[config.mk]
export PLATFORM = sky130hd
export DESIGN_NAME = trig_pulse_out
export DESIGN_NICKNAME = d
export VERILOG_FILES = /design/src/rtl/trig_pkg.sv /design/src/rtl/trig_down_counter.sv /design/src/rtl/trig_pulse_out.sv
export SDC_FILE = /design/constraint.sdc
export NUM_CORES = 1
export LEC_CHECK = 0
export ABC_CLOCK_PERIOD_IN_PS = 3600
export BUFFER_PORTS_ARGS = -buffer_cell sky130_fd_sc_hd__buf_2
export CORE_ASPECT_RATIO = 1.4
export CORE_MARGIN = 3
export CORE_UTILIZATION = 45
export DETAILED_ROUTE_END_ITERATION = 16
export GPL_TIMING_DRIVEN = 0
export PLACE_DENSITY = 0.65
export SYNTH_ARGS = -nofsm -noshare
export SYNTH_HDL_FRONTEND = slang
export SYNTH_SLANG_ARGS = --single-unit
[constraint.sdc]
create_clock -name adc_clk -period 3.6 [get_ports adc_clk]
set_clock_uncertainty 0.15 [all_clocks]
set_input_delay 0.54 -clock adc_clk [delete_from_list [all_inputs] [get_ports adc_clk]]
set_output_delay 0.54 -clock adc_clk [all_outputs]
set_load 0.05 [all_outputs]
[src/rtl/trig_pkg.sv]
// ---------------------------------------------------------------------------
// trig_pkg
// Shared definitions for the ESTHER trigger output stage:
//   - default widths for the delay/width/period counters, pulse count and
//     event counter
//   - 3-bit state encoding of the pulse-train FSM
//   - the initial wait constant used by the upstream trigger generator
//   - small state-decode helpers
// ---------------------------------------------------------------------------
package trig_pkg;

    localparam int CNT_WIDTH_DEF    = 24;
    localparam int NPULSE_WIDTH_DEF = 8;
    localparam int EVT_WIDTH_DEF    = 16;
    localparam int DLY_WIDTH        = 16;

    // Cycles the trigger generator waits after reset before it trusts its
    // inputs; kept here so both stages agree on the number.
    localparam int INIT_WAIT = 1250;

    localparam logic [2:0] ST_IDLE  = 3'd0;
    localparam logic [2:0] ST_ARMED = 3'd1;
    localparam logic [2:0] ST_DELAY = 3'd2;
    localparam logic [2:0] ST_HIGH  = 3'd3;
    localparam logic [2:0] ST_LOW   = 3'd4;
    localparam logic [2:0] ST_DONE  = 3'd5;

    // States reported on the busy output.
    function automatic logic st_is_busy(input logic [2:0] s);
        return (s == ST_DELAY) || (s == ST_HIGH) || (s == ST_LOW);
    endfunction

    // States in which a new trigger1 rise counts as an overrun: the train is
    // still owning the output, including its final done cycle.
    function automatic logic st_in_train(input logic [2:0] s);
        return st_is_busy(s) || (s == ST_DONE);
    endfunction

endpackage

[src/rtl/trig_down_counter.sv]
// ---------------------------------------------------------------------------
// trig_down_counter
// Loadable down-counter shared by the delay, high and low phases.
// Load wins over enable; the count holds at zero.
//   clk        clock
//   rst_n      synchronous active-low reset (count -> 0)
//   i_load     load i_load_val this cycle
//   i_load_val value to load
//   i_en       decrement by one (when not loading and not zero)
//   o_zero     count is zero
// ---------------------------------------------------------------------------
module trig_down_counter #(
    parameter int W = 24
) (
    input  logic         clk,
    input  logic         rst_n,
    input  logic         i_load,
    input  logic [W-1:0] i_load_val,
    input  logic         i_en,
    output logic         o_zero
);

    logic [W-1:0] r_cnt;

    always_ff @(posedge clk) begin
        if (!rst_n) begin
            r_cnt <= '0;
        end else if (i_load) begin
            r_cnt <= i_load_val;
        end else if (i_en && (r_cnt != '0)) begin
            r_cnt <= r_cnt - W'(1);
        end
    end

    assign o_zero = (r_cnt == '0);

endmodule

[src/rtl/trig_pulse_out.sv]
// ---------------------------------------------------------------------------
// trig_pulse_out
// Output stage of the ESTHER trigger generator. After arm, each accepted
// rising edge of trigger1 starts a train: wait cfg_delay cycles, then emit
// cfg_npulse pulses cfg_width cycles high with period cfg_period, then one
// done cycle. The pulse_delay sampled at the accepted edge and a count of
// accepted trains are kept for software readout.
//
// Ports:
//   adc_clk, trig_reset_n        clock, synchronous active-low reset
//   trigger1, pulse_delay        trigger level and its measured delay
//   arm, abort, auto_rearm       control
//   cfg_delay/width/period/npulse train configuration (latched on arm)
//   trig_out                     shaped trigger (registered)
//   busy, armed, done, overrun   status (registered; overrun sticky)
//   last_delay, event_cnt        readout
// ---------------------------------------------------------------------------
module trig_pulse_out
    import trig_pkg::*;
#(
    parameter int CNT_WIDTH    = CNT_WIDTH_DEF,
    parameter int NPULSE_WIDTH = NPULSE_WIDTH_DEF,
    parameter int EVT_WIDTH    = EVT_WIDTH_DEF
) (
    input  logic                    adc_clk,
    input  logic                    trig_reset_n,
    input  logic                    trigger1,
    input  logic [DLY_WIDTH-1:0]    pulse_delay,
    input  logic                    arm,
    input  logic                    abort,
    input  logic                    auto_rearm,
    input  logic [CNT_WIDTH-1:0]    cfg_delay,
    input  logic [CNT_WIDTH-1:0]    cfg_width,
    input  logic [CNT_WIDTH-1:0]    cfg_period,
    input  logic [NPULSE_WIDTH-1:0] cfg_npulse,
    output logic                    trig_out,
    output logic                    busy,
    output logic                    armed,
    output logic                    done,
    output logic                    overrun,
    output logic [DLY_WIDTH-1:0]    last_delay,
    output logic [EVT_WIDTH-1:0]    event_cnt
);

    // ------------------------------------------------------------------
    // Registers
    // ------------------------------------------------------------------
    logic [2:0]              r_state;
    logic                    r_trig1_q;
    logic [CNT_WIDTH-1:0]    r_delay_s;
    logic [CNT_WIDTH-1:0]    r_width_s;
    logic [CNT_WIDTH-1:0]    r_low_s;
    logic [NPULSE_WIDTH-1:0] r_npulse_s;
    logic [NPULSE_WIDTH-1:0] r_pulse_left;
    logic                    r_trig_out;
    logic                    r_busy;
    logic                    r_armed;
    logic                    r_done;
    logic                    r_overrun;
    logic [DLY_WIDTH-1:0]    r_last_delay;
    logic [EVT_WIDTH-1:0]    r_event_cnt;

    // ------------------------------------------------------------------
    // Combinational
    // ------------------------------------------------------------------
    logic [2:0]              w_next_state;
    logic                    w_rise;
    logic                    w_accept;
    logic                    w_pulse_end;
    logic                    w_latch_cfg;
    logic                    w_cnt_load;
    logic [CNT_WIDTH-1:0]    w_cnt_load_val;
    logic                    w_cnt_en;
    logic                    w_cnt_zero;
    logic [CNT_WIDTH-1:0]    w_width_san;
    logic [CNT_WIDTH-1:0]    w_low_san;
    logic [NPULSE_WIDTH-1:0] w_npulse_san;
    logic                    w_trig_d;
    logic                    w_busy_d;
    logic                    w_armed_d;
    logic                    w_done_d;

    // trig1_q resets to 0, so a level already high at reset release is a rise.
    assign w_rise = trigger1 & ~r_trig1_q;

    // Sanitised configuration; zero width/count would make an empty train.
    assign w_width_san  = (cfg_width == '0) ? CNT_WIDTH'(1) : cfg_width;
    assign w_npulse_san = (cfg_npulse == '0) ? NPULSE_WIDTH'(1) : cfg_npulse;
    assign w_low_san    = (cfg_period > w_width_san) ? (cfg_period - w_width_san)
                                                     : CNT_WIDTH'(1);

    assign w_latch_cfg  = (r_state == ST_IDLE) && arm && !abort;

    // ------------------------------------------------------------------
    // Phase counter. Loaded with (length - 1) on entry to a phase, the
    // phase ends in the cycle the counter reads zero.
    // ------------------------------------------------------------------
    trig_down_counter #(
        .W (CNT_WIDTH)
    ) u_cnt (
        .clk        (adc_clk),
        .rst_n      (trig_reset_n),
        .i_load     (w_cnt_load),
        .i_load_val (w_cnt_load_val),
        .i_en       (w_cnt_en),
        .o_zero     (w_cnt_zero)
    );

    // ------------------------------------------------------------------
    // FSM: state register (outputs are registered alongside the state)
    // ------------------------------------------------------------------
    always_ff @(posedge adc_clk) begin
        if (!trig_reset_n) begin
            r_state    <= ST_IDLE;
            r_trig_out <= 1'b0;
            r_busy     <= 1'b0;
            r_armed    <= 1'b0;
            r_done     <= 1'b0;
        end else begin
            r_state    <= w_next_state;
            r_trig_out <= w_trig_d;
            r_busy     <= w_busy_d;
            r_armed    <= w_armed_d;
            r_done     <= w_done_d;
        end
    end

    // ------------------------------------------------------------------
    // FSM: next state and phase-counter control
    // ------------------------------------------------------------------
    always_comb begin
        w_next_state   = r_state;
        w_accept       = 1'b0;
        w_pulse_end    = 1'b0;
        w_cnt_load     = 1'b0;
        w_cnt_load_val = '0;
        w_cnt_en       = 1'b0;

        if (abort) begin
            w_next_state = ST_IDLE;
        end else begin
            case (r_state)
                ST_IDLE: begin
                    if (arm) w_next_state = ST_ARMED;
                end
                ST_ARMED: begin
                    if (w_rise) begin
                        w_accept   = 1'b1;
                        w_cnt_load = 1'b1;
                        if (r_delay_s == '0) begin
                            w_next_state   = ST_HIGH;
                            w_cnt_load_val = r_width_s - CNT_WIDTH'(1);
                        end else begin
                            w_next_state   = ST_DELAY;
                            w_cnt_load_val = r_delay_s - CNT_WIDTH'(1);
                        end
                    end
                end
                ST_DELAY: begin
                    if (w_cnt_zero) begin
                        w_next_state   = ST_HIGH;
                        w_cnt_load     = 1'b1;
                        w_cnt_load_val = r_width_s - CNT_WIDTH'(1);
                    end else begin
                        w_cnt_en = 1'b1;
                    end
                end
                ST_HIGH: begin
                    if (w_cnt_zero) begin
                        w_pulse_end = 1'b1;
                        if (r_pulse_left <= NPULSE_WIDTH'(1)) begin
                            w_next_state = ST_DONE;
                        end else begin
                            w_next_state   = ST_LOW;
                            w_cnt_load     = 1'b1;
                            w_cnt_load_val = r_low_s - CNT_WIDTH'(1);
                        end
                    end else begin
                        w_cnt_en = 1'b1;
                    end
                end
                ST_LOW: begin
                    if (w_cnt_zero) begin
                        w_next_state   = ST_HIGH;
                        w_cnt_load     = 1'b1;
                        w_cnt_load_val = r_width_s - CNT_WIDTH'(1);
                    end else begin
                        w_cnt_en = 1'b1;
                    end
                end
                ST_DONE: begin
                    w_next_state = auto_rearm ? ST_ARMED : ST_IDLE;
                end
                default: begin
                    w_next_state = ST_IDLE;
                end
            endcase
        end
    end

    // ------------------------------------------------------------------
    // FSM: outputs, decoded from the next state so the registered outputs
    // line up with the state they describe.
    // ------------------------------------------------------------------
    always_comb begin
        w_trig_d  = (w_next_state == ST_HIGH);
        w_busy_d  = st_is_busy(w_next_state);
        w_armed_d = (w_next_state == ST_ARMED);
        w_done_d  = (w_next_state == ST_DONE);
    end

    // ------------------------------------------------------------------
    // Datapath: edge detect, shadow config, pulse counter, readout
    // ------------------------------------------------------------------
    always_ff @(posedge adc_clk) begin
        if (!trig_reset_n) begin
            r_trig1_q    <= 1'b0;
            r_delay_s    <= '0;
            r_width_s    <= '0;
            r_low_s      <= '0;
            r_npulse_s   <= '0;
            r_pulse_left <= '0;
            r_overrun    <= 1'b0;
            r_last_delay <= '0;
            r_event_cnt  <= '0;
        end else begin
            r_trig1_q <= trigger1;

            if (w_latch_cfg) begin
                r_delay_s  <= cfg_delay;
                r_width_s  <= w_width_san;
                r_low_s    <= w_low_san;
                r_npulse_s <= w_npulse_san;
            end

            if (w_accept) begin
                r_pulse_left <= r_npulse_s;
                r_last_delay <= pulse_delay;
                r_event_cnt  <= r_event_cnt + EVT_WIDTH'(1);
            end else if (w_pulse_end) begin
                r_pulse_left <= r_pulse_left - NPULSE_WIDTH'(1);
            end

            // Abort swallows a simultaneous rise or arm entirely.
            if (!abort) begin
                if (w_latch_cfg) begin
                    r_overrun <= 1'b0;
                end else if (w_rise && st_in_train(r_state)) begin
                    r_overrun <= 1'b1;
                end
            end
        end
    end

    assign trig_out   = r_trig_out;
    assign busy       = r_busy;
    assign armed      = r_armed;
    assign done       = r_done;
    assign overrun    = r_overrun;
    assign last_delay = r_last_delay;
    assign event_cnt  = r_event_cnt;

endmodule

# [Word level (Yosys, flattened, before mapping)]
# Cells that the tools add are included.
[classes] n_reduce_logical=22 order_cmp=2 n_addsub=7 n_eq_ne=10 n_mux=38 bitwise_logic=3
[ops] cell="$mux 24" count=10
[ops] cell="$sub 24x1->24 const B" count=4
[ops] cell="$logic_not 24->1" count=3
[ops] cell="$pmux 24 s3" count=1
[ops] cell="$gt 24x24->1" count=1
[ops] cell="$mux 8" count=3
[ops] cell="$reduce_bool 24->1" count=1
[ops] cell="$sub 24x24->24" count=1
[ops] cell="$mux 1" count=17
[ops] cell="$add 16x1->16 const B" count=1
[ops] cell="$mux 3" count=5
[ops] cell="$pmux 3 s5" count=1
[ops] cell="$eq 3x2->1 const B" count=4
[ops] cell="$eq 3x3->1 const B" count=4
[ops] cell="$le 8x1->1 const B" count=1
[ops] cell="$logic_not 8->1" count=1
[ops] cell="$sub 8x1->8 const B" count=1
[ops] cell="$eq 3x1->1 const B" count=2
[ops] cell="$reduce_bool 2->1" count=3
[ops] cell="$logic_or 1x1->1" count=5
[ops] cell="$logic_and 1x1->1" count=4
[ops] cell="$logic_not 3->1" count=1
[ops] cell="$pmux 1 s3" count=1
[ops] cell="$reduce_or 3->1" count=1
[ops] cell="5 further kinds" count=6
[word_totals] inputBits=102 regBits=153 elab_cells=97

# [Longest topological paths before layout]
[depth] depth_word=8 ltp_mapped=14 mapped_depth_nobuf=13

# [Hierarchy]
# From an unflattened synthesis, not the netlist that was laid out.
[unflattened] hier_cells=1210 area_unflattened_um2=9346.5
[by_module_without_submodules] module="trig_pulse_out" area_each_um2=7881.3 cells_per_inst=1036 n_inst=1
[by_module_without_submodules] module="trig_down_counter" area_each_um2=1465.2 cells_per_inst=174 n_inst=1

# [Worst setup path after synthesis]
# OpenSTA, ideal clock, no wires.
[synth_timing] kind="input -> register" from="input port cfg_width[18]" to="register r_low_s[12]" n_path_buf=1 t_arrival_ns=2.973 cell_stages=14 setup_ns=0.127 setup_slack_ns=0.349 path_cell_list="nor4_1 -> nand4_1 -> o21bai_1 -> ha_1 -> inv_1 -> fa_1 -> nand3_1 -> a211oi_1 -> o21a_1 -> o21a_1 -> o21ai_0 -> or2_2 -> clkbuf_1 -> o21ai_0"
[synth_between] elab_chain_cells=4
[synth_rtl] element="from (decl)" line_no="trig_pulse_out.sv:33" rtl="input logic [CNT_WIDTH-1:0] cfg_width,"
[synth_rtl] element="$logic_not 24->1 (*)" line_no="trig_pulse_out.sv:87" rtl="assign w_width_san = (cfg_width == '0) ? CNT_WIDTH'(1) : cfg_width;"
[synth_rtl] element="$mux 24 (*)" line_no="trig_pulse_out.sv:87"
[synth_rtl] element="named net w_width_san[0]" line_no="trig_pulse_out.sv:75" rtl="logic [CNT_WIDTH-1:0] w_width_san;"
[synth_rtl] element="$sub 24x24->24 / $gt 24x24->1 (equally long branches)" line_no="trig_pulse_out.sv:89" rtl="assign w_low_san = (cfg_period > w_width_san) ? (cfg_period - w_width_san)"
[synth_rtl] element="$mux 24 (*)" line_no="trig_pulse_out.sv:89"
[synth_rtl] element="to (signal assigned)" line_no="trig_pulse_out.sv:232" rtl="r_low_s <= w_low_san;"
[synth_rtl] element="to (decl)" line_no="trig_pulse_out.sv:52" rtl="logic [CNT_WIDTH-1:0] r_low_s;"
# Mark *: on every way through the listed nets, which the timed path passes. The rest lies on a longest branch.
# A chain may end at the register's enable or synchronous reset.

# [Worst setup path after layout]
[layout_timing] from="input port cfg_width[0]" to="register r_low_s[22]"
[layout_between] elab_chain_cells=4
[layout_rtl] element="$logic_not 24->1" line_no="trig_pulse_out.sv:87"
[layout_rtl] element="$mux 24 (*)" line_no="trig_pulse_out.sv:87"
[layout_rtl] element="named net w_width_san[0]" line_no="trig_pulse_out.sv:75"
[layout_rtl] element="$sub 24x24->24 / $gt 24x24->1 (equally long branches)" line_no="trig_pulse_out.sv:89"
[layout_rtl] element="$mux 24 (*)" line_no="trig_pulse_out.sv:89"
# Marks and branches as above.

==> flow_summary.ini <==
[floorplanning]
ios = 139
die-area_sq_um = 22700
die_w_um = 128
rows = 61
start_util_pct = 46.6
die_y_um = 177
core_area_sq_um = 20100

[global_route]
track_usage_pct = 26.9
antenna_found_initial = 0
grt_max_degree = 18
overflow = 0
grt_pass1_wl_um = 47900
grt_pass1_vias = 9246

[pwr]
ir_drop_mv = 0.340
powerDensity_nw_per_um2 = 436
p_leak_nw = 4.47

[cts]
cts_buffers = 17
cts_hold_buf = 0
clock-sinks = 153
htree_levels = 4
cts_root_buffer = clkbuf_16
clk-insertion-delay-late_ns = 0.44
cts_tree = yes
clk_pin_slew_ns = 0.08
clk_path_buf_depth = 2

[logic_synthesis]
synth_top_family_by_area = simple AND/OR/NAND/NOR gates
ys_types = 75
synth.avg_cell_area_sq_um = 7.48
synthFlopType = dfxtp_1
synthXorXnorAreaFrac_pct = 8.95
synthCells = 1256
ys_warn_count = 0
synth_enable_flop_cells = 0
synth-simple-area-share_pct = 27.7
synth_fp_nets = 1397
synth_seq_cells = 153
synth_compound_area_share_pct = 21.0
synth_fa_ha_area_share_pct = 5.28
synth-async-reset-ratio_pct = 0
synth_mux_area_share_pct = 0.107
syn_area_sq_um = 9390
yosysSeqAreaShare_pct = 32.6

[critical_path]
required_ns = 3.79
max_stage_delay_ns = 0.49
endpoint_kind = register
critPathKind = in2reg
critPathSlowestCell = or4_1
worstPathCellList = buf_2, nor4_4, nand4_1, o21bai_1, ha_1, inv_1, fa_1, nand3_1, a211oi_1, o21ai_1, a21oi_1, or4_1, o2111ai_1, nand2_1
cp.buffers_inverters = 2
cp-start-kind = input pin
cpLargestDelayFamily = simple AND/OR/NAND/NOR gates
critical_path.max_fanout = 3
critical_path_arrival_ns = 3.62

[timing]
slew_violations = 0
hold_violations = 0
timing.slew.headroom_pct = 30.6
period_share_pct = 95.5
setup_viol = 0
rsz0062_at_grt = false
fmax_mhz = 291
layout_min_cycle_time_ns = 3.44
worst_pin_slew_ns = 1.03

[detailed_routing]
wl_per_cell_um = 18.2
drtIter0Drc = 588
vias = 9576
route.detailed.drc = 0
drt-total-wl_um = 30400
firstDrtPassIters = 5
ant_nets = 0
vias_per_cell = 5.71

[placed_design]
dpl.hpwl_um = 24100
placed_area_sq_um = 10400
port_buffers = 137
place.gp.congestion = 0.974

[cells_and_area]
syn_to_final_growth_pct = 17.3
nets = 1552
nFillCells = 2051
final_cell_area_sq_um = 11000
n_antenna_cell = 0
final_layout_size_suffix_gt1_share_pct = 14.2
final_core_util_pct = 54.7

[hold_path]
hp-class = in2reg

[flow_run]
cap_violations = 0

[outcome]
status = finished clean
-- cell type report --
type | count | area [sq um] | area share (%)
multi-input combinational | 995 | 5940 | 53.9
buffer | 59 | 226 | 2.06
clock buffer | 17 | 425 | 3.86
clock inverter | 15 | 178 | 1.61
tap | 252 | 315 | 2.86
timing repair buffer | 138 | 691 | 6.27
sequential | 153 | 3060 | 27.8
inverter | 47 | 176 | 1.60
-- timing repair --
action	in CTS	in global routing
buffers inserted	0	0
gates resized for setup	3	4
endpoints found under the setup margin	24	17
-- flip-flops by register name (all words and copies together), names as in the netlist --
signal        cells
done              1
overrun           1
r_low_s          24
u_cnt.r_cnt      24
armed             1
r_width_s        24
r_pulse_left      8
event_cnt        16
r_npulse_s        8
r_trig1_q         1
last_delay       16
r_state           3
busy              1
r_delay_s        24
trig_out          1
-- cell usage after synthesis (9+ instances only) --
cell type  count  area (sq um)
a21o_1         9          67.6
and3_1        11          68.8
nand4_1       16           100
o21ai_0       59           295
clkbuf_1      53           199
nand3_1       27           135
o22ai_1       21           131
and2_1        10          62.6
nand2_1      221           830
xnor2_1       70           613
o31ai_1       13          97.6
nor4_1        40           250
a31oi_1       10          62.6
nor3_1        41           205
or4_1         13          97.6
ha_1          38           475
nor2_1       101           379
xor2_1        26           228
or3_1         14          87.6
inv_1         47           176
nand2b_1       9          56.3
dfxtp_1      153          3060
o21a_1         9          67.6
a21oi_1      127           636
-- where the power goes --
part	internal (mW)	switching, mW
combinational	0.449	0.698
clock	0.991	0.844
sequential	1.75	0.0697
total	3.19	1.61
-- cell families after synthesis --
family                     Yosys count
DFF                                153
adders and majority gates           39
and+or+nand+nor                    541
buffers and inverters              108
muxes                                1
xor gates and xnor gates            96
AOI/OAI and AO/OA                  318
-- metrics by stage --
stage | cells | TNS [ns] | hold WS (ns) | setup slack (ns) | total power [mW]
floorplan | 1256 | 0 | 0.287 | 0.349 | 2.64
global placement | 1645 | -20.21 | 0.288 | -1.13 | 2.97
detailed placement | 1645 | -20.36 | 0.293 | -1.15 | 2.98
CTS | 1676 | 0 | 0.162 | 0.0318 | 4.81
global route | 1676 | 0 | 0.182 | 0.0686 | 5.03
finish | 1676 | 0 | 0.174 | 0.162 | 4.80
-- routing by layer --
layer	up-vias	GRT usage, %	wire [um]
met1	4434	29.4	11900
met4	0	16.6	1920
met2	275	48.6	15300
met3	89	3.38	1290
met5	-	0	0
li1	4778	-	-
-- worst reg2reg max path, cell delays in order (launching register included) --
cell      delay (ns)
dfxtp_1         0.35
or4_1           0.59
nor4_2          0.53
a21oi_1         0.21
a21oi_2         0.45
clkbuf_1        0.45
o21ai_0         0.23
o21ai_1         0.18
o22ai_1         0.10
-- final timing paths --
path,start,to,slack [ns],cells past startpoint
min reg2reg,last_delay[2],last_delay[2],0.30,2
max reg2reg,r_pulse_left[3],u_cnt.r_cnt[23],0.25,8
min,pulse_delay[11],last_delay[11],0.17,3
max,cfg_width[0],r_low_s[22],0.16,14
-- cell usage in the layout, fill, tap and decap left out, types with 26 or more instances in the layout --
master    Yosys  layout
inv_1        47      47
buf_2         4     141
nor4_1       40      39
clkbuf_1     53      51
dfxtp_1     153     153
nand3_1      27      27
xnor2_1      70      70
nor3_1       41      41
nor2_1      101     101
xor2_1       26      26
nand2_1     221     221
o21ai_0      59      57
ha_1         38      38
a21oi_1     127     126
No activity file was read; power rests on OpenSTA's default activity.
